<file path="config.mk">
export PLATFORM = sky130hd
export DESIGN_NAME = alu_cmd_sequencer
export DESIGN_NICKNAME = d
export VERILOG_FILES = /design/src/rtl/alu_cmd_sequencer.sv
export SDC_FILE = /design/constraint.sdc
export NUM_CORES = 1
export LEC_CHECK = 0
export ABC_CLOCK_PERIOD_IN_PS = 1600
export CAP_MARGIN = 20
export CELL_PAD_IN_SITES_DETAIL_PLACEMENT = 2
export CELL_PAD_IN_SITES_GLOBAL_PLACEMENT = 2
export CORE_ASPECT_RATIO = 0.6
export CORE_MARGIN = 2
export CORE_UTILIZATION = 22
export DETAILED_ROUTE_END_ITERATION = 7
export GPL_TIMING_DRIVEN = 0
export PLACE_DENSITY_LB_ADDON = 0.1
export SLEW_MARGIN = 10
export SYNTH_ARGS = -nofsm -noshare
export SYNTH_HDL_FRONTEND = slang
export SYNTH_SLANG_ARGS = --single-unit
</file>
<file path="constraint.sdc">
create_clock -name clk -period 1.6 [get_ports clk]
set_input_delay 0.48 -clock clk [delete_from_list [all_inputs] [get_ports clk]]
set_output_delay 0.48 -clock clk [all_outputs]
set_load 0.01 [all_outputs]
</file>
<file path="src/rtl/alu_cmd_sequencer.sv">
// alu_cmd_sequencer: command-side driver for the 64-bit ALU.
// Accepts one command at a time, holds ALU inputs for the ALU's registered
// latency, captures the result and returns it with the command tag.
// Optional build macro ALU_SEQ_CHECK_EN adds an internal reference model
// that flags results disagreeing with it on rsp_mismatch.
`timescale 1ns/1ps
module alu_cmd_sequencer #(
  parameter int         ALU_LATENCY = 2,
  parameter int         TAG_W       = 4,
  parameter logic [3:0] IDLE_OP     = 4'hF
) (
  input  logic             clk,
  input  logic             reset_n,
  input  logic             cmd_valid,
  output logic             cmd_ready,
  input  logic [3:0]       cmd_op,
  input  logic [63:0]      cmd_a,
  input  logic [63:0]      cmd_b,
  input  logic [TAG_W-1:0] cmd_tag,
  output logic [63:0]      alu_operand_A,
  output logic [63:0]      alu_operand_B,
  output logic [3:0]       alu_op,
  input  logic [63:0]      alu_result,
  input  logic             alu_zero,
  output logic             rsp_valid,
  input  logic             rsp_ready,
  output logic [63:0]      rsp_result,
  output logic             rsp_zero,
  output logic [TAG_W-1:0] rsp_tag,
  output logic             rsp_err,
  output logic             rsp_mismatch,
  output logic [15:0]      op_count
);

  localparam int CNT_W = $clog2(ALU_LATENCY + 2);

  typedef enum logic [1:0] {
    IDLE = 2'd0,
    EXEC = 2'd1,
    RESP = 2'd2
  } state_t;

  state_t           state;
  state_t           state_nxt;
  logic [CNT_W-1:0] cnt;
  logic [TAG_W-1:0] tag_q;
  logic             accept;
  logic             legal;
  logic             capture;
  logic             handshake;

  assign cmd_ready = (state == IDLE);
  assign rsp_valid = (state == RESP);
  assign accept    = cmd_valid && (state == IDLE);
  assign legal     = (cmd_op <= 4'hA);
  assign capture   = (state == EXEC) && (cnt == CNT_W'(ALU_LATENCY));
  assign handshake = (state == RESP) && rsp_ready;

  // State register
  always_ff @(posedge clk or negedge reset_n) begin
    if (!reset_n) state <= IDLE;
    else          state <= state_nxt;
  end

  // Next-state: illegal opcodes bypass the ALU and respond immediately
  always_comb begin
    state_nxt = state;
    case (state)
      IDLE: if (accept) state_nxt = legal ? EXEC : RESP;
      EXEC: if (capture) state_nxt = RESP;
      RESP: if (rsp_ready) state_nxt = IDLE;
      default: state_nxt = IDLE;
    endcase
  end

  // Latency counter and tag latch for the command in flight
  always_ff @(posedge clk or negedge reset_n) begin
    if (!reset_n) begin
      cnt   <= '0;
      tag_q <= '0;
    end else if (accept) begin
      cnt   <= '0;
      tag_q <= cmd_tag;
    end else if (state == EXEC) begin
      cnt   <= cnt + 1'b1;
    end
  end

  // ALU input drive: operands keep last values, opcode parks on IDLE_OP
  always_ff @(posedge clk or negedge reset_n) begin
    if (!reset_n) begin
      alu_operand_A <= '0;
      alu_operand_B <= '0;
      alu_op        <= IDLE_OP;
    end else if (accept && legal) begin
      alu_operand_A <= cmd_a;
      alu_operand_B <= cmd_b;
      alu_op        <= cmd_op;
    end else if (capture) begin
      alu_op        <= IDLE_OP;
    end
  end

  // Response capture: held stable through the whole RESP state
  always_ff @(posedge clk or negedge reset_n) begin
    if (!reset_n) begin
      rsp_result <= '0;
      rsp_zero   <= 1'b0;
      rsp_tag    <= '0;
      rsp_err    <= 1'b0;
    end else if (accept && !legal) begin
      rsp_result <= '0;
      rsp_zero   <= 1'b0;
      rsp_tag    <= cmd_tag;
      rsp_err    <= 1'b1;
    end else if (capture) begin
      rsp_result <= alu_result;
      rsp_zero   <= alu_zero;
      rsp_tag    <= tag_q;
      rsp_err    <= 1'b0;
    end
  end

  // Completed-response counter, wraps naturally at 16 bits
  always_ff @(posedge clk or negedge reset_n) begin
    if (!reset_n)       op_count <= '0;
    else if (handshake) op_count <= op_count + 16'd1;
  end

`ifdef ALU_SEQ_CHECK_EN
  function automatic logic [63:0] ref_result(input logic [3:0]  op,
                                             input logic [63:0] a,
                                             input logic [63:0] b);
    logic signed [63:0] a_s;
    a_s = a;
    case (op)
      4'h0:    ref_result = a + b;
      4'h1:    ref_result = a - b;
      4'h2:    ref_result = a & b;
      4'h3:    ref_result = a | b;
      4'h4:    ref_result = a ^ b;
      4'h5:    ref_result = a << b[5:0];
      4'h6:    ref_result = a >> b[5:0];
      4'h7:    ref_result = a_s >>> b[5:0];
      4'h8:    ref_result = {63'd0, (a < b)};
      4'h9:    ref_result = {63'd0, (a == b)};
      4'hA:    ref_result = {63'd0, (a != b)};
      default: ref_result = '0;
    endcase
  endfunction

  // Self-check flag: compared at capture, cleared on handshake and illegal ops
  always_ff @(posedge clk or negedge reset_n) begin
    if (!reset_n)
      rsp_mismatch <= 1'b0;
    else if (capture)
      rsp_mismatch <= (ref_result(alu_op, alu_operand_A, alu_operand_B) != alu_result);
    else if (handshake || (accept && !legal))
      rsp_mismatch <= 1'b0;
  end
`else
  assign rsp_mismatch = 1'b0;
`endif

endmodule

</file>
# Yosys cells after proc, flatten, opt, wreduce, memory -nomap -nowiden
# Cells that the tools add are included.
dict set report totals {
  inputBits 205
  output_inout_bits 221
  elab_cells 48
  regBits 226
}
dict set report classes {
  n_eq_ne 6
  n_addsub 2
  n_reduce_logical 11
  muxes 17
  n_lt_le_gt_ge 1
}
# op count
set ops {}
lappend ops {{two-way mux 64 bit} 2}
lappend ops {{adder 16 x 1 -> 16 bit, second input constant} 1}
lappend ops {{two-way mux 4 bit} 4}
lappend ops {{two-way mux 2 bit} 6}
lappend ops {{one-hot mux 2 bit (3 select lines)} 1}
lappend ops {{nonzero test 2 bit} 3}
lappend ops {{logical AND 1 bit} 5}
lappend ops {{equality test 2 bit, second input constant} 2}
lappend ops {{less-or-equal comparator 4 bit, second input constant} 1}
lappend ops {{two-way mux 1 bit} 4}
lappend ops {{inequality test 2 x 1 -> 1 bit, second input constant} 2}
lappend ops {{AND reduction 3 bit} 1}
lappend ops {{adder 2 x 1 -> 2 bit, second input constant} 1}
lappend ops {{equality test 2 x 1 -> 1 bit, second input constant} 1}
lappend ops {{logical NOT 2 bit} 1}
lappend ops {{inequality test 2 bit, second input constant} 1}
lappend ops {{logical NOT 1 bit} 1}

# Depth between registers and ports, before layout
# Gate-level depths: netlist (run 1).
dict set report logic_depth {
  depth_word 4
  mapped_depth 8
  mapped_depth_nobuf 6
}

# Worst setup path before layout (run 1)
# Ideal clock, no wire load.
dict set report synth_path {
  kind {in2reg}
  start {in cmd_valid}
  end {reg alu_operand_A[0]}
  path_stages 6
  arrival_time_ns 1.691
  setup_slack_ns -0.218
  path_cell_list {nor3b_4 a21boi_2 buf_4 buf_6 buf_8 mux2_1}
}
dict set report synth_between {
  elab_chain_len 2
}
# element line_no
set synth_lines {}
lappend synth_lines {{from (decl)} 14} ;# input logic cmd_valid,
lappend synth_lines {{logical AND 1 bit} 54} ;# assign accept = cmd_valid && (state == IDLE);
lappend synth_lines {{logical AND 1 bit} 95} ;# end else if (accept && legal) begin
lappend synth_lines {{to (signal assigned)} 96} ;# alu_operand_A <= cmd_a;
lappend synth_lines {{to (decl)} 20} ;# output logic [63:0] alu_operand_A,
# Every way passes these cells.
# A chain may end at the register's enable or synchronous reset.

# Worst setup path in the final report (run 1)
dict set report layout_path {
  start {reg state[0]}
  end {out rsp_valid}
}
dict set report layout_between {
  elab_chain_len 1
}
# element line_no
set layout_lines {}
lappend layout_lines {{from (decl)} 43} ;# state_t state;
lappend layout_lines {{from (signal assigned)} 62} ;# else state <= state_nxt;
lappend layout_lines {{equality test 2 bit} 53} ;# assign rsp_valid = (state == RESP);
lappend layout_lines {{to (decl)} 25} ;# output logic rsp_valid,
# Every way passes these cells.

==> results of run 1 <==
what timing repair did:
| item | in CTS | in global routing |
|---|---|---|
| hold buffers | 1 | 0 |
| pin swaps | 3 | 7 |
| endpoints found under the setup margin | 434 | 309 |
| setup buffers | 43 | 55 |
| resized for setup | 1062 | 276 |
| gates cloned | 6 | 8 |
| hold endpoints to repair | 53 | 0 |
per-layer routing:
metal / vias up / global-route usage [%] / share of wire (%)
li1: 3435 / - / -
met1: 3898 / 20.9 / 42
met2: 188 / 28.1 / 49
met3: 43 / 5.52 / 6.9
met4: 6 / 3.18 / 1.6
met5: - / 0 / 0.11
state kept, by name, summed over array words and instances, names as in the netlist, 2 cells and up:
| signal | count |
|---|---|
| alu_op | 4 |
| tag_q | 4 |
| cnt | 2 |
| alu_operand_B | 64 |
| rsp_tag | 4 |
| alu_operand_A | 64 |
| op_count | 16 |
| rsp_result | 64 |
| state | 2 |
synthesized netlist by cell type:
| master | count |
|---|---|
| dfrtp_1 | 222 |
| nand2_1 | 146 |
| mux2_2 | 100 |
| a21oi_1 | 66 |
| mux2_1 | 32 |
| clkbuf_1 | 17 |
| buf_4 | 11 |
| nor2_1 | 10 |
| o21ai_0 | 9 |
| xor2_1 | 8 |
| buf_2 | 7 |
| inv_1 | 7 |
| xnor2_1 | 7 |
| nor3_1 | 5 |
| dfstp_2 | 4 |
| mux2i_1 | 4 |
| nand4_1 | 4 |
| buf_8 | 3 |
| nand3_1 | 3 |
| a21o_1 | 2 |
| buf_6 | 2 |
| ha_1 | 2 |
| nand2b_1 | 2 |
| o21bai_1 | 2 |
| a211o_1 | 1 |
| a21boi_2 | 1 |
| and3_1 | 1 |
| and3b_1 | 1 |
| and4_1 | 1 |
| conb_1 | 1 |
| nand3b_1 | 1 |
| nor2b_1 | 1 |
| nor3b_4 | 1 |
| nor4_1 | 1 |
| or2_1 | 1 |
| or2_2 | 1 |
cells in the final DEF, fill, tap and decap left out, types with 3 or more instances in the layout:
master and instances:
buf_8 12, buf_16 5, buf_2 166, nand2_1 142, mux2i_1 4, nand4_1 4
o21ai_0 3, dfrtp_2 4, clkbuf_1 5, clkbuf_4 6, xnor2_1 7, a21oi_2 60
nor2_1 9, inv_1 5, xor2_1 8, a21oi_4 5, clkdlybuf4s50_1 203, buf_4 83
dfstp_2 4, nand2_2 3, buf_12 24, dfrtp_1 218, clkbuf_16 35, mux2_4 131
clkbuf_8 8, o21ai_1 4, buf_6 65
worst max-delay path, cell delays in order, from the launching register on:
cell     delay [ns]
dfrtp_2        0.47
buf_12         0.15
nor2b_4        0.11
buf_6          0.11
metrics by stage:
stage | hold WS, ns | power (mW) | area [um2] | util (%)
3_3_place_gp | 0.463 | 21.2 | 13700 | 34.9
4_1_cts | 0.448 | 27.6 | 14700 | 37.4
5_1_grt | 0.460 | 32.0 | 16200 | 41.4
6_report | 0.457 | 30.1 | 16200 | 41.4
3_5_place_dp | 0.449 | 21.5 | 13800 | 35.1
2_1_floorplan | 0.184 | 14.3 | 8800 | -
layout make-up:
cell class / instances / area [um2] / area share, %
repair buffers: 537 / 4750 / 29.2
multi-input cells: 414 / 3760 / 23.2
well taps: 522 / 653 / 4.02
flip-flops and latches: 226 / 5670 / 34.9
clock inverters: 4 / 48.8 / 0.300
plain buffers: 38 / 532 / 3.27
inverters: 7 / 26.3 / 0.162
diodes: 2 / 5.00 / 0.0308
clock buffers: 40 / 805 / 4.95
how the worst max path moves through the flow:
| stage | start | endpoint | slack (ns) | depth (start not counted) |
|---|---|---|---|---|
| 6_report | state[0] | rsp_valid | -0.25 | 3 |
| 5_1_grt | state[0] | cmd_ready | -0.32 | 3 |
| 4_1_cts | state[0] | rsp_valid | -0.28 | 3 |
| 3_5_place_dp | cmd_valid | rsp_result[50] | -1.19 | 6 |
| 3_3_place_gp | reset_n | alu_operand_A[33] | -10.95 | 1 |
| 2_1_floorplan | cmd_valid | alu_operand_A[0] | -0.20 | 6 |
power groups by stage:
stage / logic, mW / clock network [mW] / registers [mW]
global placement: 11.6 / 0 / 9.65
finish: 14.2 / 6.14 / 9.79
detailed placement: 11.8 / 0 / 9.77
floorplan: 3.46 / 0 / 10.8
global route: 15.2 / 6.64 / 10.1
CTS: 11.6 / 6.38 / 9.64
cell families (layout without fill, tap and decap cells):
| group | Yosys count | count (layout) |
|---|---|---|
| multiplexers | 136 | 136 |
| AO/OA/AOI/OAI | 81 | 81 |
| flip-flops | 226 | 226 |
| adder cells (fa/ha/maj) | 2 | 2 |
| AND/OR/NAND/NOR | 179 | 179 |
| other | 1 | 3 |
| buffers and inverters | 47 | 626 |
| XOR/XNOR | 15 | 15 |
==> metrics.cfg, run 1 <==
[die]
core-area_um2=39200
num_io_pins=426
rows=56
die_area_um2=41600
die_y_um=159
start_util_pct=22.4
die_w_um=262

[logic_synthesis]
ys.warnings.count=0
synth.ff_latch_count=226
syn_area_per_cell_um2=12.8
syn_inst=687
synthMuxAreaShare_pct=17.4
synthAdderAreaFrac_pct=0.285
synth_top_area_share_pct=63.2
synth_xor_area_share_pct=1.50
synthSimpleGateAreaFrac_pct=8.40
syn_nets=894
synth_top_family_by_area=multiplexers
syn_area_um2=8790
synth_cell_types=36
synth_compound_area_share_pct=4.84
ys_seq_area_share_pct=64.4
synth.largest_area_cell=dfrtp_1
synth_area_leaders=dfrtp_1, mux2_2, nand2_1, mux2_1, a21oi_1

[clocking]
cts.sinks=226
htreeDepth=1
clk_latency_ns=0.54
clockBufferDepth=3
cts_tree=done
numCtsBuffers=26
clk_pin_slew_ns=0.06
cts_root_buffer=clkbuf_16

[job]
maxCapViolations=0

[route]
wl_per_cell_um=21.0
final_antenna_net_count=0
drtPass1Iterations=4
drc=0
via_per_inst=4.23
drt_iter0_drc=221
vias=7570
routed_wl_mm=37.6

[placed_design]
hpwl_mm=24.8
gp_congestion=0.730
placed_cells=1635
port_buffers=424
place_ws_ns=-1.19

[global_routing]
grt_pass1_vias=8132
antenna_found_initial=6
grt_pass1_wl_mm=53.2
grt_use_total_pct=16.7
overflow=0
grt_max_degree=89

[timing]
slew_headroom_pct=63.4
worst_slack_ns=-0.250
tns_ns=-25.84
hold_viol=0
fin_crit_sh_pct=116
drv_slew=0
fin_skew_ns=0.0119
fmax_mhz=540
rsz0062_at_grt=yes
worstMarginPinSlew_ns=0.548
setup_viol=193
period_needed_ns=1.85

[pwr]
p_per_area_nw_per_um2=1850
internal_power_mw=20.1
p_comb_share_pct=47.1
p_switching_mw=9.96
p_seq_share_pct=32.5
power_switching_share_pct=33.1
ir_drop_mv=0.688
power.share.clock_pct=20.4
p_leak_nw=7.56

[outcome]
violations=setup timing
run_status=finished, violations left

[layout]
final_cells=1790
nNetsFinal=1457
final.fill_count=3959
layout-area-overhead-vs-synth_pct=84.9
drive_above_1_share_pct=50.5

[setup_path]
crit_fanout=5
crit_type=flip-flop to output port
reg2reg_slack_ns=-0.24
crit_arrival_ns=1.37
r2r_end=alu_operand_A[5]
crit_path_end_kind=output port
r2r-start=state[1]
reg2regPathDepth=7
critPathLaunchType=flip-flop
worst-endpoint-required_ns=1.12

[worst_hold_path]
holdCritPathClass=input port to asynchronous set/reset pin

Note: power is estimated with default switching activity, not from simulation.
==> run 2: changes to the inputs <==
CELL_PAD_IN_SITES_DETAIL_PLACEMENT = 0   (was 2)
CELL_PAD_IN_SITES_GLOBAL_PLACEMENT = 1   (was 2)
CORE_UTILIZATION = 28   (was 22)
==> metrics.cfg, run 2 (synthesized netlist as in run 1, its figures left out) <==
[pwr]
p_per_area_nw_per_um2=1830  ; -1.3%
p_leak_nw=7.00  ; -7.4%
ir_drop_mv=0.768  ; +12%

[global_routing]
grt_pass1_wl_mm=45.5  ; -14%
grt_use_total_pct=18.1  ; +1.3 points
grt_pass1_vias=7293  ; -10%
antenna_found_initial=1  ; -5
grt_max_degree=100  ; +12%
overflow=0  ; unchanged

[placed_design]
port_buffers=424  ; unchanged
gp_congestion=0.760  ; +4.2%
placed_cells=1529  ; -6.5%
hpwl_mm=22.1  ; -11%

[die]
start_util_pct=28.3  ; +5.9 points
num_io_pins=426  ; unchanged
die_y_um=141  ; -11%
core-area_um2=31000  ; -21%
die_w_um=233  ; -11%
die_area_um2=32900  ; -21%
rows=50  ; -11%

[clocking]
clk_pin_slew_ns=0.06  ; about the same
clockBufferDepth=3  ; unchanged
cts_tree=done
numCtsBuffers=24  ; -7.7%
clk_latency_ns=0.52  ; -0.02 ns
cts.sinks=226  ; unchanged
cts_root_buffer=clkbuf_16
htreeDepth=1  ; unchanged

[route]
final_antenna_net_count=0  ; unchanged
drtPass1Iterations=4  ; unchanged
wl_per_cell_um=19.1  ; -9.0%
drc=0  ; unchanged
vias=7024  ; -7.2%
routed_wl_mm=31.0  ; -17%
drt_iter0_drc=313  ; +42%
via_per_inst=4.33  ; +2.3%

[setup_path]
worst-endpoint-required_ns=2.00  ; +0.88 ns
r2r_end=alu_operand_A[7]
r2r-start=state[0]
crit_arrival_ns=2.21  ; +0.84 ns
crit_fanout=10  ; +5
crit_path_end_kind=flip-flop
reg2reg_slack_ns=-0.18  ; +0.06 ns
reg2regPathDepth=6  ; -1
crit_type=input port to flip-flop
critPathLaunchType=input port

[timing]
worstMarginPinSlew_ns=0.588  ; +0.0391 ns
setup_viol=139  ; -28%
holdWs_ns=0.475  ; +0.0181 ns
drv_slew=0  ; unchanged
fin_crit_sh_pct=113  ; -2.4 points
fmax_mhz=552  ; +2.2%
rsz0062_at_grt=yes
hold_viol=0  ; unchanged
fin_skew_ns=0.00886  ; -0.00304 ns
slew_headroom_pct=60.8  ; -2.6 points
period_needed_ns=1.81  ; -0.0390 ns
worst_slack_ns=-0.211  ; +0.0390 ns

[layout]
final.fill_count=2973  ; -25%
final_common_cell=dfrtp_1
layout-area-overhead-vs-synth_pct=67.8
final_cells=1624  ; -9.3%
reg_top3=alu_operand_A x64, alu_operand_B x64, rsp_result x64
drive_above_1_share_pct=42.0  ; -8.5 points
nNetsFinal=1394  ; -4.3%
mostFrequentLayoutCells=dfrtp_1, buf_2, clkdlybuf4s50_1

[job]
maxCapViolations=0  ; unchanged

[worst_hold_path]
holdCritPathClass=input port to asynchronous set/reset pin

[outcome]
run_status=finished, violations left
violations=setup timing

[run 2: changes by cell type in the layout (fill, tap and decap cells not counted), moves of 23 or more]
| cell | previous run | this run |
|---|---|---|
| buf_6 | 65 | 24 |
| buf_4 | 83 | 40 |
| mux2_2 | 1 | 24 |
| a21oi_2 | 60 | 0 |
| a21oi_1 | 1 | 66 |
| mux2_4 | 131 | 108 |
| buf_2 | 166 | 210 |
[run 2: worst max path at each step]
stage,startpoint,end,depth (start not counted)
5_1_grt,state[0],rsp_valid,2
6_report,cmd_valid,alu_operand_A[7],7
3_5_place_dp,cmd_valid,alu_operand_A[7],7
2_1_floorplan,cmd_valid,alu_operand_A[0],6
4_1_cts,state[0],alu_operand_A[57],6
3_3_place_gp,reset_n,alu_operand_B[56],1
[run 2: stage by stage]
stage                     util (%)  instance area [um2]  worst slack [ns]  power (mW)  TNS (ns)
final                         47.5                14700            -0.211        26.9    -23.92
after global routing          47.5                14700            -0.259        28.6    -29.70
after CTS                     46.1                14300            -0.242        26.5    -25.61
after detailed placement      43.9                13600             -1.14        21.3   -221.99
after global placement        43.7                13600            -10.56        21.2  -2575.67
after floorplan                  -                 8800            -0.199        14.3    -16.96
[run 2: critical path: stages]
cell and delay [ns]:
clkdlybuf4s50_1 0.51, nor3b_4 0.21, a21boi_2 0.21, buf_6 0.18, buf_12 0.16, buf_12 0.15, mux2_4 0.31
[run 2: cell type report]
class / count / area, um2 / share of cell area (%)
Timing Repair Buffer: 477 / 3830 / 26.0
Inverter: 7 / 26.3 / 0.178
Clock inverter: 4 / 70.1 / 0.475
Sequential cell: 226 / 5660 / 38.4
Multi-Input combinational cell: 414 / 3350 / 22.7
Clock buffer: 40 / 752 / 5.10
Antenna cell: 3 / 7.51 / 0.0509
Buffer: 37 / 519 / 3.52
Tap cell: 416 / 520 / 3.53
[run 2: what timing repair did]
item	in CTS	in global routing
pin swaps	2	5
hold buffers	2	0
cloned	3	3
gates resized for setup	1046	103
setup endpoints to repair	431	308
endpoints found under the hold margin	30	0
buffers inserted	35	9
[run 2: per-layer routing]
metal | part of all wire, % | global-route usage, % | vias up
met5 | 0 | 0 | -
met4 | 1.2 | 2.68 | 0
met3 | 9.1 | 7.14 | 23
met2 | 46 | 28.5 | 206
met1 | 44 | 23.9 | 3475
li1 | - | - | 3320
[run 2: report_power, final]
part / total (mW) / internal, mW / switching [mW]
combinational: 11.5 / 6.36 / 5.14
sequential: 9.60 / 8.30 / 1.30
clock: 5.85 / 3.51 / 2.33
total: 26.9 / 18.2 / 8.77
